--- config.mk ---
export PLATFORM = sky130hd
export DESIGN_NAME = sram_stack_ctrl
export DESIGN_NICKNAME = d
export VERILOG_FILES = /design/src/rtl/sram_stack_ctrl.sv
export SDC_FILE = /design/constraint.sdc
export NUM_CORES = 1
export LEC_CHECK = 0
export BUFFER_PORTS_ARGS = -buffer_cell sky130_fd_sc_hd__buf_2
export CORE_MARGIN = 3
export CORE_UTILIZATION = 40
export CTS_CLUSTER_DIAMETER = 80
export CTS_CLUSTER_SIZE = 16
export DETAILED_ROUTE_END_ITERATION = 6
export HOLD_SLACK_MARGIN = 0.1
export PLACE_DENSITY = 0.72
export SLEW_MARGIN = 25
export SYNTH_ARGS = -nofsm -noshare
export SYNTH_HDL_FRONTEND = slang
export SYNTH_SLANG_ARGS = --single-unit
--- constraint.sdc ---
create_clock -name clk -period 5.9 [get_ports clk]
set_input_delay 1.18 -clock clk [delete_from_list [all_inputs] [get_ports clk]]
set_output_delay 1.18 -clock clk [all_outputs]
set_load 0.02 [all_outputs]
--- src/rtl/sram_stack_ctrl.sv ---
`default_nettype none
// +----------------------------------------------------------------------------+
// | sram_stack_ctrl                                                            |
// | Push/pop stack controller driving an asynchronous SRAM with CE/OE/WE.      |
// | Revision: 1.0                                                              |
// +----------------------------------------------------------------------------+
module sram_stack_ctrl #(
  parameter int DATA_W   = 16,
  parameter int ADDR_W   = 17,
  parameter int DEPTH    = 131072,
  parameter int WR_PULSE = 2,
  parameter int RD_WAIT  = 2
) (
  input  logic              clk,
  input  logic              rst_n,
  input  logic              push,
  input  logic              pop,
  input  logic [DATA_W-1:0] din,
  output logic              ready,
  output logic [DATA_W-1:0] dout,
  output logic              dout_valid,
  output logic              full,
  output logic              empty,
  output logic              error,
  output logic              CE,
  output logic              OE,
  output logic              WE,
  output logic [ADDR_W-1:0] address,
  output logic [DATA_W-1:0] input_data,
  input  logic [DATA_W-1:0] stackData
);

  localparam logic [2:0] c_st_idle    = 3'd0;
  localparam logic [2:0] c_st_w_setup = 3'd1;
  localparam logic [2:0] c_st_w_pulse = 3'd2;
  localparam logic [2:0] c_st_w_hold  = 3'd3;
  localparam logic [2:0] c_st_r_setup = 3'd4;
  localparam logic [2:0] c_st_r_wait  = 3'd5;
  localparam logic [2:0] c_st_r_hold  = 3'd6;

  localparam int c_cnt_max = (WR_PULSE > RD_WAIT) ? WR_PULSE : RD_WAIT;
  localparam int c_cnt_w   = (c_cnt_max > 1) ? $clog2(c_cnt_max) : 1;
  localparam logic [c_cnt_w-1:0] c_wr_last = c_cnt_w'(WR_PULSE - 1);
  localparam logic [c_cnt_w-1:0] c_rd_last = c_cnt_w'(RD_WAIT - 1);
  localparam logic [c_cnt_w-1:0] c_cnt_one = c_cnt_w'(1);
  localparam logic [ADDR_W:0]    c_depth   = (ADDR_W + 1)'(DEPTH);
  localparam logic [ADDR_W:0]    c_sp_one  = (ADDR_W + 1)'(1);

  logic [2:0]         r_state;
  logic [2:0]         w_next_state;
  logic [c_cnt_w-1:0] r_cnt;
  logic [ADDR_W:0]    r_sp;
  logic [ADDR_W:0]    w_sp_dec;
  logic [ADDR_W-1:0]  r_addr;
  logic [DATA_W-1:0]  r_wdata;
  logic [DATA_W-1:0]  r_dout;
  logic               r_error;
  logic               w_idle;
  logic               w_full;
  logic               w_empty;
  logic               w_illegal;
  logic               w_accept_push;
  logic               w_accept_pop;
  logic               w_rd_sample;

  assign w_idle        = (r_state == c_st_idle);
  assign w_full        = (r_sp == c_depth);
  assign w_empty       = (r_sp == '0);
  assign w_sp_dec      = r_sp - c_sp_one;
  assign w_illegal     = w_idle & ((push & pop) | (push & w_full) | (pop & w_empty));
  assign w_accept_push = w_idle & push & ~pop & ~w_full;
  assign w_accept_pop  = w_idle & pop & ~push & ~w_empty;
  assign w_rd_sample   = (r_state == c_st_r_wait) && (r_cnt == c_rd_last);

  // State register and datapath; strobes decode from r_state so reset drops them at once
  always_ff @(posedge clk or negedge rst_n) begin
    if (!rst_n) begin
      r_state <= c_st_idle;
      r_cnt   <= '0;
      r_sp    <= '0;
      r_addr  <= '0;
      r_wdata <= '0;
      r_dout  <= '0;
      r_error <= 1'b0;
    end else begin
      r_state <= w_next_state;
      r_cnt   <= (w_next_state != r_state) ? '0 : r_cnt + c_cnt_one;
      r_error <= w_illegal;
      if (w_accept_push) begin
        r_addr  <= r_sp[ADDR_W-1:0];
        r_wdata <= din;
      end else if (w_accept_pop) begin
        r_addr <= w_sp_dec[ADDR_W-1:0];
      end
      if (r_state == c_st_w_hold) begin
        r_sp <= r_sp + c_sp_one;
      end else if (w_rd_sample) begin
        r_sp   <= w_sp_dec;
        r_dout <= stackData;
      end
    end
  end

  always_comb begin
    w_next_state = r_state;
    case (r_state)
      c_st_idle: begin
        if (w_accept_push)     w_next_state = c_st_w_setup;
        else if (w_accept_pop) w_next_state = c_st_r_setup;
      end
      c_st_w_setup: w_next_state = c_st_w_pulse;
      c_st_w_pulse: if (r_cnt == c_wr_last) w_next_state = c_st_w_hold;
      c_st_w_hold:  w_next_state = c_st_idle;
      c_st_r_setup: w_next_state = c_st_r_wait;
      c_st_r_wait:  if (r_cnt == c_rd_last) w_next_state = c_st_r_hold;
      c_st_r_hold:  w_next_state = c_st_idle;
      default:      w_next_state = c_st_idle;
    endcase
  end

  always_comb begin
    ready      = 1'b0;
    CE         = 1'b0;
    OE         = 1'b1;
    WE         = 1'b1;
    dout_valid = 1'b0;
    case (r_state)
      c_st_idle:    begin ready = 1'b1; CE = 1'b1; end
      c_st_w_pulse: WE = 1'b0;
      c_st_r_wait:  OE = 1'b0;
      c_st_r_hold:  dout_valid = 1'b1;
      default:      ;
    endcase
  end

  assign full       = w_full;
  assign empty      = w_empty;
  assign error      = r_error;
  assign dout       = r_dout;
  assign address    = r_addr;
  assign input_data = r_wdata;

endmodule
`default_nettype wire

---- Yosys cells after proc, flatten, opt, wreduce, memory -nomap -nowiden ----
Index checks and enable logic that the tools add are counted.
cells by class
  $add $sub $neg .......................... 3
  eq/ne operators ......................... 8
  mux-type cells .......................... 14
  bitwise gates (word level) .............. 17
  reductions and logical operators ........ 6
operator list
  cell                                                count
  2-to-1 mux 18 bit                                   2
  2-to-1 mux 17 bit                                   2
  adder 18 x 1 -> 18 bit, second input constant       1
  == test 18 bit, second input constant               1
  logical NOT 18 bit                                  1
  subtractor 18 x 1 -> 18 bit, second input constant  1
  one-hot mux 3 bit (5 select lines)                  1
  2-to-1 mux 3 bit                                    4
  bitwise AND 1 bit                                   10
  == test 3 bit, second input constant                3
  == test 3 x 2 -> 1 bit, second input constant       2
  2-to-1 mux 1 bit                                    5
  inverter 1 bit                                      5
  nonzero test 2 bit                                  2
  == test 3 x 1 -> 1 bit, second input constant       1
  logical NOT 3 bit                                   1
  inequality test 3 bit                               1
  bitwise OR 1 bit                                    2
  AND reduction 2 bit                                 1
  adder 1 bit, second input constant                  1
  logical AND 1 bit                                   1
word-level totals
  register bits after elaboration ......... 72
  bits of input ports ..................... 36
  output and inout port bits .............. 57
  logic and storage cells ................. 55

---- Depth between registers and ports, before layout ----
Gate-level depths: netlist (run 1).
  word-level depth ........................ 9
  mapped depth ............................ 10
  mapped depth without buffers ............ 7

---- Least setup slack after synthesis (run 1) ----
OpenSTA, ideal clock, no wires.
  path type ............................... reg-to-output
  from .................................... register r_sp[0]
  to ...................................... output port full
  data arrival time ....................... 1,670 ps
  data required time ...................... 4,720 ps
  path slack .............................. 3,050 ps
  cell stages (with the launch flop) ...... 7
  buffers on the path ..................... 1
  cells stage by stage .................... dfrtp_1 clkbuf_1 inv_1 ha_1 nor4b_1 nand4_2 nor2_1
between the ends
  cells in the longest elaborated chain, start to end .. 1
ends and longest elaborated chain
  item                    line  source
  start, declared         52    logic [ADDR_W:0] r_sp;
  start signal, assigned  96    r_sp <= r_sp + c_sp_one;
  start signal, assigned  98    r_sp <= w_sp_dec;
  == test 18 bit          67    assign w_full = (r_sp == c_depth);
  end, declared           22    output logic full,
No other way between the ends.

---- Worst setup path after layout (run 1) ----
Ends and elaborated chain as after synthesis.

==> impl_metrics.csv, run 1 <==
group,metric,value,unit
yosys,yosys.area_share.simple,25.19,%
yosys,syn_area,3596,um^2
yosys,synth-xor-area-share,4.628,%
final_layout,drive_above_1_share,25.91,%
yosys,synthAdderAreaFrac,1.044,%
final_layout,antennaDiodeCount,0,
cts,numCtsBuffers,9,
final_layout,fillers,798,
critical_path,r2r-start,"r_sp[0]",
timing,worst_pin_slew,0.9759,ns
critical_path,path_class,"reg -> out",
placed_design,numPortBuffers,92,
floorplanning,die_h,100.8,um
yosys,muxShareOfSynthArea,0.2784,%
timing,finalWorstSetupSlack,2.556,ns
floorplanning,fp.dieW,100.8,um
timing,finClkSkew,0.007955,ns
final_layout,syn_to_final_growth,18.75,%
placed_design,hpwl,6.117,mm
yosys,syn_inst,387,
global_routing,grt.overflow.total,0,
final_layout,post-route-util,50.45,%
final_layout,fin_area,4270,um^2
global_routing,grt_antenna_before_repair,0,
power,leakagePower,2.133,nW
cts,htree_levels,3,
cts,cts_repair_resize_count,0,
cts,cts_setup_buffers,0,
timing,fmax,299.1,MHz
yosys,ys_warn_count,0,
min_path,whs_endpoint,"input_data[1]",
min_path,min_path_cells,2,
placed_design,dp_slack,2.811,ns
yosys,ys_ff_latch,72,
min_path,min_from,"input_data[1]",
critical_path,worst_path_largest_cell_delay,0.48,ns
critical_path,path_max_fanout,10,
final_layout,layout_commonest_cell,"nand2_1",
timing,tns,0,ns
critical_path,cp_slowest_cell,"dfrtp_1",
timing,final_max_slew_viol_count,0,
placed_design,placedCellCount,556,
power,total_power,2.344,mW
timing,setup_viol,0,
outcome,status,"finished clean",
timing,max_slew_margin,34.89,%
floorplanning,num_rows,33,
power,peakVddDrop,0.0002862,V
final_layout,final_cell_mix,"109 x nand2_1, 91 x buf_2, 72 x dfrtp_1",
critical_path,critPathLaunchType,"register",
timing,period_minus_slack,3.344,ns
min_path,hp-class,"reg -> reg",
timing,hold_violations,0,
flow_run,drv_cap,0,
floorplanning,io_pins,93,
timing,rsz0062_at_grt,"no",
route,wl,9.139,mm
placed_design,place_area,4050,um^2
global_routing,grt_pass1_vias,2990,
yosys,synth_nets,426,
yosys,synth.avg_cell_area,9.292,um^2
placed_design,routabilityCongestion,0.8739,
yosys,synth_top_family_by_area,"simple AND/OR/NAND/NOR gates",
floorplanning,die_area,10160,um^2
yosys,synth_edf_count,0,
critical_path,rrSetupSlack,3.15,ns
cts,cts.clk_slew.worst_paths,0.07,ns
global_routing,track_usage,19.03,%
floorplanning,core_area,8464,um^2
critical_path,reg2reg_to,"address[3]",
global_routing,grt_start_max_net_pins,73,
timing,finalCritPeriodShare,56.67,%
route,dr.first_iter.drc_count,302,
cts,clock_path_buffers,2,
critical_path,cp_cell_sequence,"inv_1 > ha_1 > nor4b_1 > nand4_2 > nor2_1 > buf_2",
cts,cts_sinks,72,
cts,cts_tree,"yes",
yosys,synth_compound_area_share,13.67,%
yosys,ys.flop_type,"dfrtp_1",
critical_path,cp.required,4.72,ns
route,drc,0,
critical_path,reg2reg_depth,7,
yosys,synth_seq_area_share,50.10,%
yosys,ys_types,54,
yosys,async_flop_share,100.0,%
route,first_pass_iters,5,
final_layout,layout.nets,501,
critical_path,crit_arrival,2.16,ns
route,wl_per_cell,15.98,um
critical_path,critPathCaptureType,"output port",
power,power_density,549.0,nW/um^2
cts,cts_root_buffer,"clkbuf_8",
floorplanning,start_util,42.48,%
route,vias,3114,
final_layout,layout.cells.non_filler,572,
route,ant_nets,0,
global_routing,grt_pass1_wl,15.13,mm
cts,ctsHoldBuffers,0,
cts,clk_latency,0.35,ns
route,via_per_inst,5.444,
timing,hold_slack,0.4702,ns
-- Yosys cell counts (all sizes together), types with 3 or more instances --
| library cell | count | area (um^2) |
|---|---|---|
| nand2 | 109 | 409.1 |
| dfrtp | 72 | 1802 |
| nor2 | 22 | 85.09 |
| clkbuf | 15 | 56.30 |
| buf | 14 | 96.34 |
| o21ai | 14 | 85.08 |
| xnor2 | 13 | 113.9 |
| a21oi | 11 | 55.05 |
| nand3 | 11 | 55.05 |
| a221o | 10 | 100.1 |
| nand4 | 9 | 62.56 |
| and3 | 8 | 50.05 |
| inv | 8 | 30.03 |
| nor3 | 7 | 35.03 |
| nor3b | 6 | 55.05 |
| nor4 | 6 | 58.80 |
| xor2 | 6 | 52.55 |
| o22ai | 5 | 31.28 |
| a211o | 4 | 35.03 |
| ha | 3 | 37.54 |
| o211ai | 3 | 22.52 |
| o31ai | 3 | 22.52 |
-- registers in the layout, indices dropped and copies added, names as in the netlist --
signal	cells
r_cnt	1
dout	16
r_state	3
error	1
input_data	16
address	17
r_sp	18
-- metal layers --
layer,vias to the layer above,part of all wire (%),GRT usage (%)
met5,-,0,0
met3,14,8.2,5.398
met4,0,1.5,5.803
met2,144,45,29.01
met1,1466,45,26.32
li1,1490,-,-
-- report_power, final --
part | switching (mW) | total (mW) | internal [mW] | leakage (nW)
Combinational | 0.604 | 0.965 | 0.361 | 1.13
Clock | 0.197 | 0.438 | 0.240 | 0.103
Sequential | 0.233 | 0.941 | 0.708 | 0.902
Total | 1.03 | 2.34 | 1.31 | 2.13
-- area by class of cell --
type	count	area [um^2]	share of cell area [%]
Clock buffer	10	127.6	2.989
Clock inverter	6	92.59	2.168
Inverter	8	30.03	0.7032
Multi-Input combinational cell	278	1617	37.86
Sequential cell	72	1802	42.19
Tap cell	105	131.4	3.076
Timing Repair Buffer	93	470.5	11.02
-- worst max-delay path by stage --
| stage | startpoint | end | slack, ns | cells past startpoint |
|---|---|---|---|---|
| 3_3_place_gp | push | address[6] | 2.91 | 5 |
| 6_report | r_sp[0] | full | 2.56 | 6 |
| 5_1_grt | r_sp[0] | full | 2.37 | 6 |
| 3_5_place_dp | push | address[2] | 2.81 | 5 |
| 2_1_floorplan | r_sp[0] | full | 3.05 | 6 |
| 4_1_cts | r_sp[0] | full | 2.55 | 6 |
-- worst max-delay path, delay by kind of cell (launching register included) --
kind,cells,cell delay [ns]
and+or+nand+nor,3,0.84
buffers and inverters,2,0.32
adders and majority gates,1,0.18
DFF,1,0.48
-- cell families after synthesis --
kind of cell,Yosys count
AND/OR/NAND/NOR,189
flip-flops,72
AO/OA/AOI/OAI,66
buffers and inverters,37
XOR/XNOR,19
adder cells (fa/ha/maj),3
multiplexers,1
(Power assumes the default switching activity.)
==> run 2: changes to the inputs <==
--- a/config.mk
+++ b/config.mk
@@ -12,7 +12,7 @@
 export CTS_CLUSTER_SIZE = 16
 export DETAILED_ROUTE_END_ITERATION = 6
 export HOLD_SLACK_MARGIN = 0.1
-export PLACE_DENSITY = 0.72
+export PLACE_DENSITY = 0.75
 export SLEW_MARGIN = 25
 export SYNTH_ARGS = -nofsm -noshare
 export SYNTH_HDL_FRONTEND = slang
==> constraint.sdc (replaced) <==
create_clock -name clk -period 2.8 [get_ports clk]
set_input_delay 0.56 -clock clk [delete_from_list [all_inputs] [get_ports clk]]
set_output_delay 0.56 -clock clk [all_outputs]
set_load 0.02 [all_outputs]
==> run 2 against run 1 <==
Effect of this change: flip-flop and latch count is the same; critical path depth is 1 higher; first-iteration DRC count down 22%; worst setup slack lost 2.4 ns; critical path type is now reg -> reg; clock-buffer cell count shrank 1; largest cell class unchanged; cell count rose by 2.3%; clock skew grew 0.0021 ns; power is 110% higher; global-route usage rose by 0.17 points; register-to-register slack worse by 3.0 ns; hold slack got worse by 0.26 ns.
==> impl_metrics.csv, run 2 (synthesis results as in run 1) <==
group,metric,value,unit
critical_path,crit_arrival,2.88,ns
route,vias,3185,
timing,worst_pin_slew,0.7115,ns
timing,final_max_slew_viol_count,0,
route,ant_nets,0,
timing,fmax,378.4,MHz
timing,rsz0062_at_grt,"no",
power,p_sw_share,44.69,%
floorplanning,io_pins,93,
global_routing,grt_pass1_wl,15.52,mm
timing,hold_violations,0,
min_path,hp-class,"in -> async",
floorplanning,core_area,8464,um^2
power,pwr-share-seq,39.1,%
cts,cts_root_buffer,"clkbuf_8",
final_layout,post-route-util,51.54,%
final_layout,largest_reg_flops,18,
final_layout,drive_above_1_share,28.33,%
final_layout,syn_to_final_growth,21.33,%
final_layout,antennaDiodeCount,0,
cts,clk_latency,0.36,ns
critical_path,cp.required,3.04,ns
final_layout,layout.nets,514,
final_layout,fin_area,4363,um^2
route,dr.first_iter.drc_count,235,
final_layout,final_cell_mix,"109 x nand2_1, 92 x buf_2, 72 x dfrtp_1",
floorplanning,start_util,42.48,%
power,p_switching,2.215,mW
timing,finClkSkew,0.01005,ns
cts,cts_tree,"yes",
power,combinationalPowerShare,44.4,%
route,drc,0,
power,leakagePower,2.198,nW
placed_design,routabilityCongestion,0.8728,
critical_path,critPathCaptureType,"register",
floorplanning,num_rows,33,
critical_path,critPathLaunchType,"register",
timing,finalCritPeriodShare,94.39,%
placed_design,hpwl,6.611,mm
placed_design,placedCellCount,568,
flow_run,drv_cap,0,
floorplanning,die_h,100.8,um
floorplanning,die_area,10160,um^2
timing,setup_viol,0,
route,via_per_inst,5.444,
cts,ctsHoldBuffers,0,
final_layout,layout_commonest_cell,"nand2_1",
cts,cts_sinks,72,
power,power_density,1136,nW/um^2
global_routing,grt_antenna_before_repair,0,
route,first_pass_iters,7,
timing,period_minus_slack,2.643,ns
route,wl_per_cell,16.23,um
global_routing,grt_start_max_net_pins,33,
power,p_int,2.741,mW
floorplanning,fp.dieW,100.8,um
global_routing,grt_pass1_vias,3209,
cts,clock_path_buffers,2,
final_layout,layout.cells.non_filler,585,
outcome,status,"finished clean",
placed_design,place_area,4145,um^2
cts,htree_levels,3,
critical_path,path_class,"reg -> reg",
timing,max_slew_margin,52.29,%
timing,tns,0,ns
cts,cts.clk_slew.worst_paths,0.08,ns
cts,numCtsBuffers,9,
power,clkPwrFrac,16.5,%
final_layout,top_register,"r_sp",
placed_design,numPortBuffers,92,
global_routing,grt.overflow.total,0,
global_routing,track_usage,19.20,%
route,wl,9.497,mm
power,peakVddDrop,0.0006090,V
critical_path,path_max_fanout,12,
## run 2: cell types whose count changed in the layout (fill, tap and decap cells not counted), sizes merged
| cell | delta |
|---|---|
| buf | +12 |
| clkinv | +3 |
| a21boi | +1 |
| bufinv | -1 |
| clkbuf | -1 |
| clkinvlp | -1 |
## run 2: power groups by stage
stage | Sequential [mW] | Combinational [mW] | Clock, mW
CTS | 1.92 | 2.20 | 0.836
finish | 1.94 | 2.20 | 0.817
global placement | 1.91 | 2.15 | 0
global route | 2.00 | 2.42 | 0.875
detailed placement | 1.92 | 2.20 | 0
floorplan | 2.18 | 1.21 | 0
## run 2: final timing paths
kind / start / endpoint / slack (ns) / depth (start not counted)
min: rst_n / dout[13] / 0.21 / 1
min reg2reg: input_data[3] / input_data[3] / 0.47 / 2
max in group asynchronous: rst_n / address[7] / 1.83 / 2
max reg2reg: r_sp[0] / address[2] / 0.16 / 7
min in group clk: stackData[2] / dout[2] / 0.39 / 3
max: r_sp[0] / address[2] / 0.16 / 7
## run 2: critical path, cell delays in order (launching register included)
cell	delay (ns)
dfrtp_1	0.52
inv_1	0.11
ha_1	0.23
nor4b_2	0.17
and4_1	0.32
a21boi_2	0.60
nor2_2	0.20
a221o_1	0.39
## run 2: area by class of cell
cell class | instances | area, um^2
Clock inverter | 7 | 70.07
Fill cell | 804 | 4101
Multi-Input combinational cell | 279 | 1635
Sequential cell | 72 | 1802
Timing Repair Buffer | 105 | 570.5
Tap cell | 105 | 131.4
Clock buffer | 9 | 123.9
Inverter | 8 | 30.03
## run 2: stage by stage
step / hold slack (ns) / total power, mW / setup WS (ns)
finish: 0.2112 / 4.956 / 0.1571
global route: 0.2524 / 5.293 / 0.01114
CTS: 0.2309 / 4.956 / 0.02621
detailed placement: 0.4569 / 4.126 / 0.1548
global placement: 0.4538 / 4.060 / 0.2154
floorplan: 0.2644 / 3.382 / 0.5698
## run 2: what timing repair did
action	in CTS	in global routing
gates resized for setup	0	2
setup buffers	0	0
endpoints found under the hold margin	0	0
endpoints found under the setup margin	0	8
## run 2: metal layers
| metal | wire, um | share of wire [%] | track usage [%] | up-vias |
|---|---|---|---|---|
| met1 | 4268 | 45 | 25.54 | 1513 |
| met5 | 0 | 0 | 0 | - |
| li1 | - | - | - | 1517 |
| met2 | 4363 | 46 | 29.97 | 136 |
| met3 | 702 | 7.4 | 4.983 | 19 |
| met4 | 163 | 1.7 | 7.461 | 0 |
==> run 3: changes to the inputs <==
--- a/config.mk
+++ b/config.mk
@@ -6,13 +6,15 @@
 export NUM_CORES = 1
 export LEC_CHECK = 0
 export BUFFER_PORTS_ARGS = -buffer_cell sky130_fd_sc_hd__buf_2
+export CORE_ASPECT_RATIO = 2
 export CORE_MARGIN = 3
 export CORE_UTILIZATION = 40
 export CTS_CLUSTER_DIAMETER = 80
 export CTS_CLUSTER_SIZE = 16
 export DETAILED_ROUTE_END_ITERATION = 6
 export HOLD_SLACK_MARGIN = 0.1
-export PLACE_DENSITY = 0.75
+export PLACE_DENSITY = 0.66
+export RECOVER_POWER = 25
 export SLEW_MARGIN = 25
 export SYNTH_ARGS = -nofsm -noshare
 export SYNTH_HDL_FRONTEND = slang
==> run 3 against run 2 <==
Effect of this change: the flow now finishes with violations (max-capacitance violations, max-slew violations); combinational power grew 2%; die area up 0.68%; first-iteration DRC count rose by 20%; sequential power is essentially flat; cell area up 2.4%; utilization shrank 0.24 points; routed wire length grew 6.8%; sequential share of layout area shrank 0.97 points; cell count is the same; maximum frequency up 3.9%; power is 5.6% higher.
==> impl_metrics.csv, run 3 (synthesis results as in run 1) <==
group,metric,value,unit
timing,finClkSkew,0.007116,ns
global_routing,track_usage,20.93,%
outcome,status,"finished with violations",
critical_path,path_class,"reg -> out",
power,pwr-share-seq,36.8,%
global_routing,grt_pass1_wl,16.33,mm
route,first_pass_iters,5,
critical_path,reg2reg_depth,5,
flow_run,drv_cap,1,
global_routing,grt_antenna_before_repair,0,
placed_design,numPortBuffers,92,
final_layout,antennaDiodeCount,0,
final_layout,drive_above_1_share,28.87,%
final_layout,layout_commonest_cell,"nand2_1",
timing,hold_violations,0,
final_layout,final_cell_mix,"109 x nand2_1, 92 x buf_2, 72 x dfrtp_1",
floorplanning,num_rows,48,
min_path,min_from,"din[5]",
critical_path,crit_arrival,1.98,ns
floorplanning,die_h,140.1,um
floorplanning,core_area,8708,um^2
power,peakVddDrop,0.0005648,V
cts,cts_sinks,72,
floorplanning,die_area,10230,um^2
cts,ctsHoldBuffers,0,
final_layout,largest_reg_flops,18,
cts,cts_tree,"yes",
cts,cts.clk_slew.worst_paths,0.06,ns
timing,tns,0,ns
timing,rsz0062_at_grt,"no",
power,power_density,1172,nW/um^2
route,vias,3265,
final_layout,register_area,1802,um^2
timing,worst_pin_slew,1.787,ns
critical_path,rrSetupSlack,0.28,ns
final_layout,multiInputGateArea,1618,um^2
final_layout,layout.nets,520,
route,drc,0,
power,p_switching,2.267,mW
placed_design,hpwl,7.343,mm
power,p_sw_share,43.30,%
critical_path,reg2reg_to,"address[2]",
power,p_int,2.968,mW
cts,numCtsBuffers,9,
final_layout,post-route-util,51.31,%
global_routing,grt.overflow.total,0,
floorplanning,io_pins,93,
cts,clk_latency,0.33,ns
final_layout,top_register,"r_sp",
placed_design,routabilityCongestion,0.9303,
min_path,whs_endpoint,"input_data[5]",
timing,finalCritPeriodShare,90.85,%
cts,clock_path_buffers,2,
cts,htree_levels,3,
global_routing,grt_pass1_vias,3164,
timing,final_max_slew_viol_count,73,
final_layout,fillers,804,
power,leakagePower,2.258,nW
critical_path,critPathLaunchType,"register",
min_path,hp-class,"in -> reg",
floorplanning,start_util,41.29,%
outcome,violations,"max-capacitance violations, max-slew violations",
route,dr.first_iter.drc_count,281,
timing,max_slew_margin,-19.10,%
final_layout,fin_area,4468,um^2
route,ant_nets,0,
power,combinationalPowerShare,43.1,%
critical_path,r2r-start,"r_state[2]",
power,clkPwrFrac,20.1,%
floorplanning,fp.dieW,73.05,um
timing,fmax,393.1,MHz
min_path,min_path_cells,3,
critical_path,cp.required,2.24,ns
placed_design,place_area,4197,um^2
critical_path,critPathCaptureType,"output port",
critical_path,path_max_fanout,10,
timing,period_minus_slack,2.544,ns
route,wl,10.15,mm
timing,setup_viol,0,
route,via_per_inst,5.581,
global_routing,grt_start_max_net_pins,73,
final_layout,syn_to_final_growth,24.25,%
cts,cts_root_buffer,"clkbuf_16",
route,wl_per_cell,17.34,um
run 3: cell types whose count changed in the layout (fill, tap and decap cells not counted), sizes merged:
cell      before  now
clkinv         4    3
clkbuf         9   11
bufinv         1    0
buf          105  111
clkinvlp       1    2
a21boi         3    2
inv            9    8
run 3: stage by stage:
stage / hold WS, ns / total power, mW / setup slack [ns] / instances
finish: 0.4192 / 5.235 / 0.2561 / 585
global route: 0.4271 / 5.566 / 0.1361 / 585
CTS: 0.2683 / 5.254 / 0.07106 / 584
detailed placement: 0.4566 / 4.180 / 0.2830 / 569
global placement: 0.4539 / 4.124 / 0.3517 / 569
floorplan: 0.2644 / 3.382 / 0.5698 / 387
run 3: cell type report:
type / count / share of cell area [%]
Clock inverter: 5 / 0.7561
Timing Repair Buffer: 112 / 13.89
Multi-Input combinational cell: 278 / 36.21
Tap cell: 100 / 2.800
Clock buffer: 10 / 5.349
Inverter: 8 / 0.6721
Sequential cell: 72 / 40.32
run 3: worst max-delay path by stage:
stage	startpoint	to	slack [ns]	cells past startpoint
3_3_place_gp	r_state[2]	address[6]	0.35	5
3_5_place_dp	r_state[2]	address[2]	0.28	5
5_1_grt	r_state[2]	address[6]	0.14	5
2_1_floorplan	r_sp[0]	full	0.57	6
6_report	r_sp[0]	empty	0.26	6
4_1_cts	r_sp[0]	empty	0.07	6
run 3: per-layer routing:
layer  GRT usage (%)  up-vias  share of wire (%)
met5               0        -                  0
met4           14.20        0                4.7
met3           2.658       28                3.7
met2           35.66      113                 55
met1           23.33     1585                 37
li1                -     1539                  -
run 3: power groups by stage:
stage                     Combinational (mW)  Sequential, mW  Clock [mW]
final                                   2.25            1.93        1.05
after global routing                    2.45            1.99        1.12
after CTS                               2.25            1.92        1.08
after detailed placement                2.25            1.93           0
after global placement                  2.21            1.91           0
after floorplan                         1.21            2.18           0
run 3: worst max-delay path, stage by stage (launching register included):
cell and delay (ns):
dfrtp_1 0.48, inv_1 0.12, ha_1 0.15, nor4b_2 0.28
nand4_2 0.24, nor2_1 0.19, buf_2 0.19
run 3: what timing repair did:
item                                    in CTS  in global routing
hold endpoints to repair                     0                  0
resized for setup                            0                  1
buffers inserted                             0                  1
endpoints found under the setup margin       0                  2
